File: src/rtl/imem_loader.sv
// imem_loader: boot-time loader for the 512 x 16 instruction memory.
// Takes a byte stream (LEN_LO, LEN_HI, then N little-endian words),
// writes word k to address k, and keeps the core in reset until a
// complete image is in memory.
// Optional trailing XOR checksum byte: define IMEM_LOADER_CHECKSUM_EN.
`timescale 1ns/1ps

module imem_loader #(
  parameter int ADDR_W = 9,
  parameter int DATA_W = 16,
  parameter int DEPTH  = 512
) (
  input  logic              clk,
  input  logic              reset,
  input  logic              load_req,
  input  logic              in_valid,
  input  logic [7:0]        in_data,
  output logic              in_ready,
  output logic              imem_we,
  output logic [ADDR_W-1:0] imem_addr,
  output logic [DATA_W-1:0] imem_wdata,
  output logic              cpu_reset,
  output logic              busy,
  output logic              done,
  output logic              error
);

  typedef enum logic [3:0] {
    S_IDLE,
    S_LEN_LO,
    S_LEN_HI,
    S_DATA_LO,
    S_DATA_HI,
`ifdef IMEM_LOADER_CHECKSUM_EN
    S_CSUM,
`endif
    S_DRAIN,
    S_DONE,
    S_ERR
  } state_t;

  localparam logic [15:0] DEPTH16 = 16'(DEPTH);

  state_t state_q, state_d;

  logic [9:0]        wordIdx_q;
  logic [9:0]        wordCnt_q;
  logic [7:0]        lenLo_q;
  logic [7:0]        dataLo_q;
`ifdef IMEM_LOADER_CHECKSUM_EN
  logic [7:0]        csum_q;
`endif

  logic              inReady_q, inReady_d;
  logic              imemWe_q, imemWe_d;
  logic [ADDR_W-1:0] imemAddr_q, imemAddr_d;
  logic [DATA_W-1:0] imemWdata_q, imemWdata_d;
  logic              cpuReset_q, cpuReset_d;
  logic              busy_q, busy_d;
  logic              done_q, done_d;
  logic              error_q, error_d;

  logic              accept;
  logic              startLoad;
  logic [15:0]       lenFull;
  logic              lenBad;
  logic              lastWord;

  // inReady_q always mirrors the state, so it qualifies the byte transfer
  assign accept    = in_valid && inReady_q;
  assign startLoad = load_req &&
                     ((state_q == S_IDLE) || (state_q == S_DONE) || (state_q == S_ERR));
  assign lenFull   = {in_data, lenLo_q};
  assign lenBad    = (lenFull == 16'd0) || (lenFull > DEPTH16);
  assign lastWord  = (10'(wordIdx_q + 10'd1) == wordCnt_q);

  // State register
  always_ff @(posedge clk) begin
    if (reset) begin
      state_q <= S_IDLE;
    end else begin
      state_q <= state_d;
    end
  end

  // Next-state logic: every byte-consuming state advances only on accept
  always_comb begin
    state_d = state_q;
    case (state_q)
      S_IDLE: begin
        if (load_req) state_d = S_LEN_LO;
      end
      S_LEN_LO: begin
        if (accept) state_d = S_LEN_HI;
      end
      S_LEN_HI: begin
        if (accept) state_d = lenBad ? S_ERR : S_DATA_LO;
      end
      S_DATA_LO: begin
        if (accept) state_d = S_DATA_HI;
      end
      S_DATA_HI: begin
        if (accept) begin
          if (!lastWord) begin
            state_d = S_DATA_LO;
          end else begin
`ifdef IMEM_LOADER_CHECKSUM_EN
            state_d = S_CSUM;
`else
            state_d = S_DRAIN;
`endif
          end
        end
      end
`ifdef IMEM_LOADER_CHECKSUM_EN
      S_CSUM: begin
        if (accept) state_d = (in_data == csum_q) ? S_DRAIN : S_ERR;
      end
`endif
      S_DRAIN: begin
        state_d = S_DONE;
      end
      S_DONE, S_ERR: begin
        if (load_req) state_d = S_LEN_LO;
      end
      default: begin
        state_d = S_IDLE;
      end
    endcase
  end

  // Output logic: next values of the registered outputs, decoded from the next state
  always_comb begin
    inReady_d   = 1'b0;
    busy_d      = 1'b0;
    done_d      = (state_d == S_DONE);
    error_d     = (state_d == S_ERR);
    cpuReset_d  = (state_d != S_DONE);
    imemWe_d    = 1'b0;
    imemAddr_d  = imemAddr_q;
    imemWdata_d = imemWdata_q;
    case (state_d)
      S_LEN_LO, S_LEN_HI, S_DATA_LO, S_DATA_HI: begin
        inReady_d = 1'b1;
        busy_d    = 1'b1;
      end
`ifdef IMEM_LOADER_CHECKSUM_EN
      S_CSUM: begin
        inReady_d = 1'b1;
        busy_d    = 1'b1;
      end
`endif
      S_DRAIN: begin
        busy_d = 1'b1;
      end
      default: begin
        inReady_d = 1'b0;
      end
    endcase
    if ((state_q == S_DATA_HI) && accept) begin
      imemWe_d    = 1'b1;
      imemAddr_d  = wordIdx_q[ADDR_W-1:0];
      imemWdata_d = DATA_W'({in_data, dataLo_q});
    end
  end

  // Output registers
  always_ff @(posedge clk) begin
    if (reset) begin
      inReady_q   <= 1'b0;
      imemWe_q    <= 1'b0;
      imemAddr_q  <= '0;
      imemWdata_q <= '0;
      cpuReset_q  <= 1'b1;
      busy_q      <= 1'b0;
      done_q      <= 1'b0;
      error_q     <= 1'b0;
    end else begin
      inReady_q   <= inReady_d;
      imemWe_q    <= imemWe_d;
      imemAddr_q  <= imemAddr_d;
      imemWdata_q <= imemWdata_d;
      cpuReset_q  <= cpuReset_d;
      busy_q      <= busy_d;
      done_q      <= done_d;
      error_q     <= error_d;
    end
  end

  // Datapath: length capture, low-byte holding, word index and running checksum
  always_ff @(posedge clk) begin
    if (reset) begin
      wordIdx_q <= '0;
      wordCnt_q <= '0;
      lenLo_q   <= '0;
      dataLo_q  <= '0;
`ifdef IMEM_LOADER_CHECKSUM_EN
      csum_q    <= '0;
`endif
    end else begin
      if (startLoad) begin
        wordIdx_q <= '0;
`ifdef IMEM_LOADER_CHECKSUM_EN
        csum_q    <= '0;
`endif
      end
      if (accept) begin
        case (state_q)
          S_LEN_LO: begin
            lenLo_q <= in_data;
          end
          S_LEN_HI: begin
            wordCnt_q <= lenFull[9:0];
          end
          S_DATA_LO: begin
            dataLo_q <= in_data;
`ifdef IMEM_LOADER_CHECKSUM_EN
            csum_q   <= csum_q ^ in_data;
`endif
          end
          S_DATA_HI: begin
            wordIdx_q <= 10'(wordIdx_q + 10'd1);
`ifdef IMEM_LOADER_CHECKSUM_EN
            csum_q    <= csum_q ^ in_data;
`endif
          end
          default: begin
            lenLo_q <= lenLo_q;
          end
        endcase
      end
    end
  end

  assign in_ready   = inReady_q;
  assign imem_we    = imemWe_q;
  assign imem_addr  = imemAddr_q;
  assign imem_wdata = imemWdata_q;
  assign cpu_reset  = cpuReset_q;
  assign busy       = busy_q;
  assign done       = done_q;
  assign error      = error_q;

endmodule

File: config.mk
export PLATFORM = sky130hd
export DESIGN_NAME = imem_loader
export DESIGN_NICKNAME = d
export VERILOG_FILES = /design/src/rtl/imem_loader.sv
export SDC_FILE = /design/constraint.sdc
export NUM_CORES = 1
export LEC_CHECK = 0
export CORE_UTILIZATION = 49
export DETAILED_ROUTE_END_ITERATION = 10
export HOLD_SLACK_MARGIN = 0.08
export PLACE_DENSITY_LB_ADDON = 0.2
export SLEW_MARGIN = 20
export SYNTH_ARGS = -nofsm -noshare
export SYNTH_HDL_FRONTEND = slang
export SYNTH_SLANG_ARGS = --single-unit
File: constraint.sdc
create_clock -name clk -period 2.2 [get_ports clk]
set_input_delay 0.55 -clock clk [delete_from_list [all_inputs] [get_ports clk]]
set_output_delay 0.55 -clock clk [all_outputs]
set_load 0.02 [all_outputs]
After elaboration in Yosys (flattened, before gate mapping)
Cells that the tools add are included.
{"block": "classes", "add_sub_neg": 1, "n_lt_le_gt_ge": 1, "n_eq_ne": 16, "muxes": 14, "n_reduce_logical": 14}
{"cell": "== test 4 x 3 -> 1 bit (second input constant)", "count": 8}
{"cell": "two-way mux 10 bit", "count": 3}
{"cell": "one-hot mux 4 bit (6 select lines)", "count": 1}
{"cell": "two-way mux 4 bit", "count": 5}
{"cell": "== test 4 x 2 -> 1 bit (second input constant)", "count": 4}
{"cell": "> comparator 16 x 10 -> 1 bit (second input constant)", "count": 1}
{"cell": "zero test 16 bit", "count": 1}
{"cell": "adder 10 x 1 -> 10 bit (second input constant)", "count": 1}
{"cell": "== test 10 bit", "count": 1}
{"cell": "== test 4 x 1 -> 1 bit (second input constant)", "count": 2}
{"cell": "two-way mux 3 bit", "count": 2}
{"cell": "AND reduction 2 bit", "count": 3}
{"cell": "OR reduction 5 bit", "count": 1}
{"cell": "zero test 4 bit", "count": 1}
{"cell": "inequality test 4 x 3 -> 1 bit (second input constant)", "count": 1}
{"cell": "OR reduction 4 bit", "count": 1}
{"cell": "logical AND 1 bit", "count": 3}
{"cell": "logical OR 1 bit", "count": 3}
{"cell": "two-way mux 1 bit", "count": 3}
{"cell": "OR reduction 3 bit", "count": 1}
{"block": "word_totals", "regBits": 71, "input_bits": 12, "output_inout_bits": 31, "word_cells": 59}

Depth between registers and ports, before layout
{"block": "logic_depth", "word_depth": 8, "depth_mapped": 10, "depth_no_buf": 9}

Least setup slack after synthesis
OpenSTA, ideal clock, no wires.
{"block": "synth_timing", "path_kind": "register -> register", "from": "reg wordIdx_q[0]", "to": "reg cpuReset_q, in the netlist cpu_reset", "setup_ps": 127, "arrival_time_ps": 2064, "t_required_ps": 2073, "slack_ps": 8, "path_stages_with_launch": 9, "path_buffers": 0, "synth_period_minus_slack_ps": 2192, "path_cell_list": "dfxtp_1 ha_1 and3_2 nand3_1 o311ai_2 o22ai_2 o31ai_4 nand2b_2 or3b_1"}
{"block": "synth_between", "elab_chain_cells": 6}
{"element": "start: declaration", "line": "46", "rtl": "logic [9:0] wordIdx_q;"}
{"element": "start signal: assignment", "line": "222", "rtl": "wordIdx_q <= 10'(wordIdx_q + 10'd1);"}
{"element": "adder 10 x 1 -> 10 bit", "line": "75", "rtl": "assign lastWord = (10'(wordIdx_q + 10'd1) == wordCnt_q);"}
{"element": "== test 10 bit", "line": "75"}
{"element": "two-way mux 3 bit", "line": "104", "rtl": "if (!lastWord) begin"}
{"element": "two-way mux 4 bit", "line": "103", "rtl": "if (accept) begin"}
{"element": "one-hot mux 4 bit (6 select lines)", "line": "89", "rtl": "case (state_q)"}
{"element": "inequality test 4 x 3 -> 1 bit", "line": "138", "rtl": "cpuReset_d = (state_d != S_DONE);"}
{"element": "end signal: assignment", "line": "183", "rtl": "cpuReset_q <= cpuReset_d;"}
{"element": "end: declaration", "line": "58", "rtl": "logic cpuReset_q, cpuReset_d;"}
No other way between the ends.
A chain may end at the register's enable or synchronous reset.

Worst setup path after layout
{"block": "layout_timing", "from": "in in_valid", "to": "reg cpuReset_q, in the netlist cpu_reset"}
{"block": "layout_between", "elab_chain_cells": 4, "word_cells_on_any_way": 7, "cone_classes": "eq/ne (1); mux (5); reduce/logical (1)"}
{"element": "start: declaration", "line": "16", "rtl": "input logic in_valid,"}
{"element": "logical AND 1 bit (*)", "line": "70", "rtl": "assign accept = in_valid && inReady_q;"}
{"element": "two-way mux 4 bit (on tied branches)"}
{"element": "one-hot mux 4 bit (6 select lines) (*)", "line": "89"}
{"element": "inequality test 4 x 3 -> 1 bit (*)", "line": "138"}
Mark *: on every way between the ends. The rest lies on a longest branch, timed or not.

==> reports/qor.txt <==
CTS Buf Count: 9
clk buf depth: 2
die area: 0.00683 mm^2
final cell count without fillers: 525
largest net degree at the start of global routing: 56
PortBufs: 42
Critical Path AT: 2.40 ns
final core occ: 0.669
Top delay family on crit path: simple AND/OR/NAND/NOR gates
core footprint: 0.00631 mm^2
yosys warns: 0
Max Cap Viol: 0
Rows: 29
maximum clock rate: 0.461 GHz
Worst setup SP type: primary input
Final Hold Vio Count: 0
vias in the first global route: 2369
Power Total: 0.00259 W
detailed-route wire length: 7.24 mm
via count: 2757
Slowest Stage Delay on Critical Path: 0.48 ns
Initial Util: 0.505
Crit path required time: 2.43 ns
Setup TNS: 0 ns
synthesized area: 0.00319 mm^2
clock root buffer: clkbuf_8
CTS tree: yes
Cells after DPL: 506
Syn Area/Cell: 8.61 um^2
status: finished, final reports clean
Vias/cell: 5.25
Area Overhead vs Synth: 32.6%
WP buf/inv: 1
Setup violations, final: 0
Synth Register Bits: 71
clock skew: 0.00580 ns
Gate Count Post-Synth: 370
leakage: 1.68 nW
crit-path cells: clkdlybuf4s50_1 -> nand2_1 -> nor4_1 -> nand3_2 -> o31ai_4 -> nand2b_4 -> or3b_1
total track usage: 0.227
part of the cycle the worst path needs: 0.987
worst-margin pin slew: 0.570 ns
Nets: 456
post-cts hold buffer count: 0
Post-route DRC: 0
slowest CP cell: clkdlybuf4s50_1
minimum period implied by the final worst setup slack: 2.17 ns
layout cells sized above 1: 0.201
final hold slack: 0.453 ns
Power Density: 612 mW/mm^2
Initial DRT Pass Iterations: 4
Die Span Y: 82.6 um
count of final max-slew check failures: 0
GP Congestion: 0.884
CTS Sinks: 71
IO Count: 43
register area share after synthesis: 0.446
global-route wire length before repair: 11.5 mm
maximum vdd drop: 559 uV
H-tree Lvls: 3
Clock Latency Late Sink: 0.34 ns
initial antenna violation count: 0
ys flop type: dfxtp_1
Post-synth EDFFs: 0
Slew headroom: 0.620
post-synthesis net count: 383
Crit. End Element: flip-flop
Post-synth ARST share: 0
worst hold-check path type: flip-flop to flip-flop
RSZ-0062 raised after global routing: true
Ant. Diodes: 0
first-iteration detailed-routing DRC count: 126
Congestion Overflow GR: 0
post-route ant nets: 0
wire per inst: 13.8 um
die width: 82.6 um
HPWL Detailed: 5.20 mm
Synth cell types: 54
Setup Crit Path Kind: primary input to flip-flop
crit-path max FO: 4
clk slew on worst S/H paths: 0.07 ns
==> worst reg2reg max path: stages, from the launching register on <==
cell	delay, ns
dfxtp_2	0.34
ha_4	0.17
buf_4	0.13
buf_4	0.13
xnor2_2	0.13
o31ai_2	0.25
nand3_2	0.14
o31ai_4	0.33
nand2b_4	0.09
or3b_1	0.34
==> layout by cell type, fill, tap and decap left out, drive strengths merged, types with 4 or more instances in the layout <==
cell type	netlist	layout
a21oi	35	35
xnor2	6	6
inv	5	6
clkbuf	13	11
dfxtp	71	71
o21ai	13	13
nand3	6	6
nand3b	4	4
nor3	8	8
xor2	8	8
a31oi	4	4
nor2	46	46
buf	12	46
clkdlybuf4s50	0	41
mux2i	25	25
nand2	64	64
==> state kept, by name, indices dropped and copies added, names as in the netlist <==
name and count:
done 1, wordIdx_q 10, cpu_reset 1, wordCnt_q 10, imem_we 1, error 1, state_q 4, in_ready 1
lenLo_q 8, dataLo_q 8, imem_wdata 16, busy 1, imem_addr 9
==> synth_stat cells (all sizes together) (2+ instances only) <==
library cell | number | share of area
a31oi | 4 | 0.0079
a22o | 2 | 0.0055
nand3 | 6 | 0.0094
nand3b | 4 | 0.0094
o31ai | 2 | 0.0090
and3 | 3 | 0.0063
xnor2 | 6 | 0.016
o21a | 2 | 0.0047
nor3 | 8 | 0.013
nor3b | 2 | 0.0047
dfxtp | 71 | 0.45
or2 | 3 | 0.0059
nor2b | 2 | 0.0039
o21ai | 13 | 0.020
clkbuf | 13 | 0.018
and2 | 3 | 0.0059
a21oi | 35 | 0.055
or3 | 3 | 0.0059
buf | 12 | 0.028
nor4 | 3 | 0.0059
mux2i | 25 | 0.079
o211ai | 2 | 0.0047
nand2 | 64 | 0.075
nor2 | 46 | 0.054
and4 | 2 | 0.0071
inv | 5 | 0.0059
nand2b | 2 | 0.0047
o22ai | 2 | 0.0059
xor2 | 8 | 0.028
a21o | 2 | 0.0047
==> report_power, final <==
part           internal [W]  switching (W)  total, W
clock              0.000700       0.000484   0.00118
sequential          0.00129     0.00000682   0.00130
combinational     0.0000522      0.0000545  0.000107
==> area by class of cell <==
class	instances	area [um^2]
Sequential cell	71	1430
Multi-Input combinational cell	269	1680
Clock buffer	11	151
Timing Repair Buffer	87	769
Tap cell	77	96.3
Clock inverter	5	78.8
Fill cell	544	2090
Inverter	5	18.8
==> path summary, 6_finish.rpt <==
| check | slack, ns | endpoint | cells past startpoint | startpoint |
|---|---|---|---|---|
| hold reg to reg | 0.45 | imem_addr[8]$_SDFFE_PP0P_ | 2 | imem_addr[8]$_SDFFE_PP0P_ |
| setup / recovery | 0.03 | cpu_reset$_SDFF_PP1_ | 7 | in_valid |
| hold / removal | 0.45 | imem_addr[8]$_SDFFE_PP0P_ | 2 | imem_addr[8]$_SDFFE_PP0P_ |
| setup reg to reg | 0.05 | cpu_reset$_SDFF_PP1_ | 9 | wordIdx_q[1]$_SDFF_PP0_ |
==> through the flow <==
stage / setup WS, ns / area [um^2]
floorplan: 0.00838 / 3190
global placement: -0.270 / 3880
detailed placement: -0.326 / 3880
CTS: 0.00219 / 4180
global route: -0.0830 / 4220
finish: 0.0294 / 4220
==> routing by layer <==
layer	vias to the layer above	routed length (um)	global-route usage
met5	-	0	0
met4	0	106	0.0776
met3	9	219	0.0615
met2	43	3460	0.354
met1	1304	3450	0.301
li1	1401	-	-
==> logic make-up after synthesis <==
| group | Yosys count | synth area share |
|---|---|---|
| AND/OR/NAND/NOR | 157 | 0.228 |
| adder cells (fa/ha/maj) | 1 | 0.00393 |
| AO/OA/AOI/OAI | 71 | 0.146 |
| XOR/XNOR | 14 | 0.0444 |
| buffers and inverters | 30 | 0.0522 |
| flip-flops | 71 | 0.446 |
| multiplexers | 25 | 0.0786 |
| other | 1 | 0.00118 |
==> repair_timing <==
item                       in CTS  in global routing
setup endpoints to repair       1                  5
buffers inserted                3                  1
pin swaps                       5                  5
gates resized for setup        10                  8
gates cloned                    0                  0
Power figures use the tool's default switching activity.
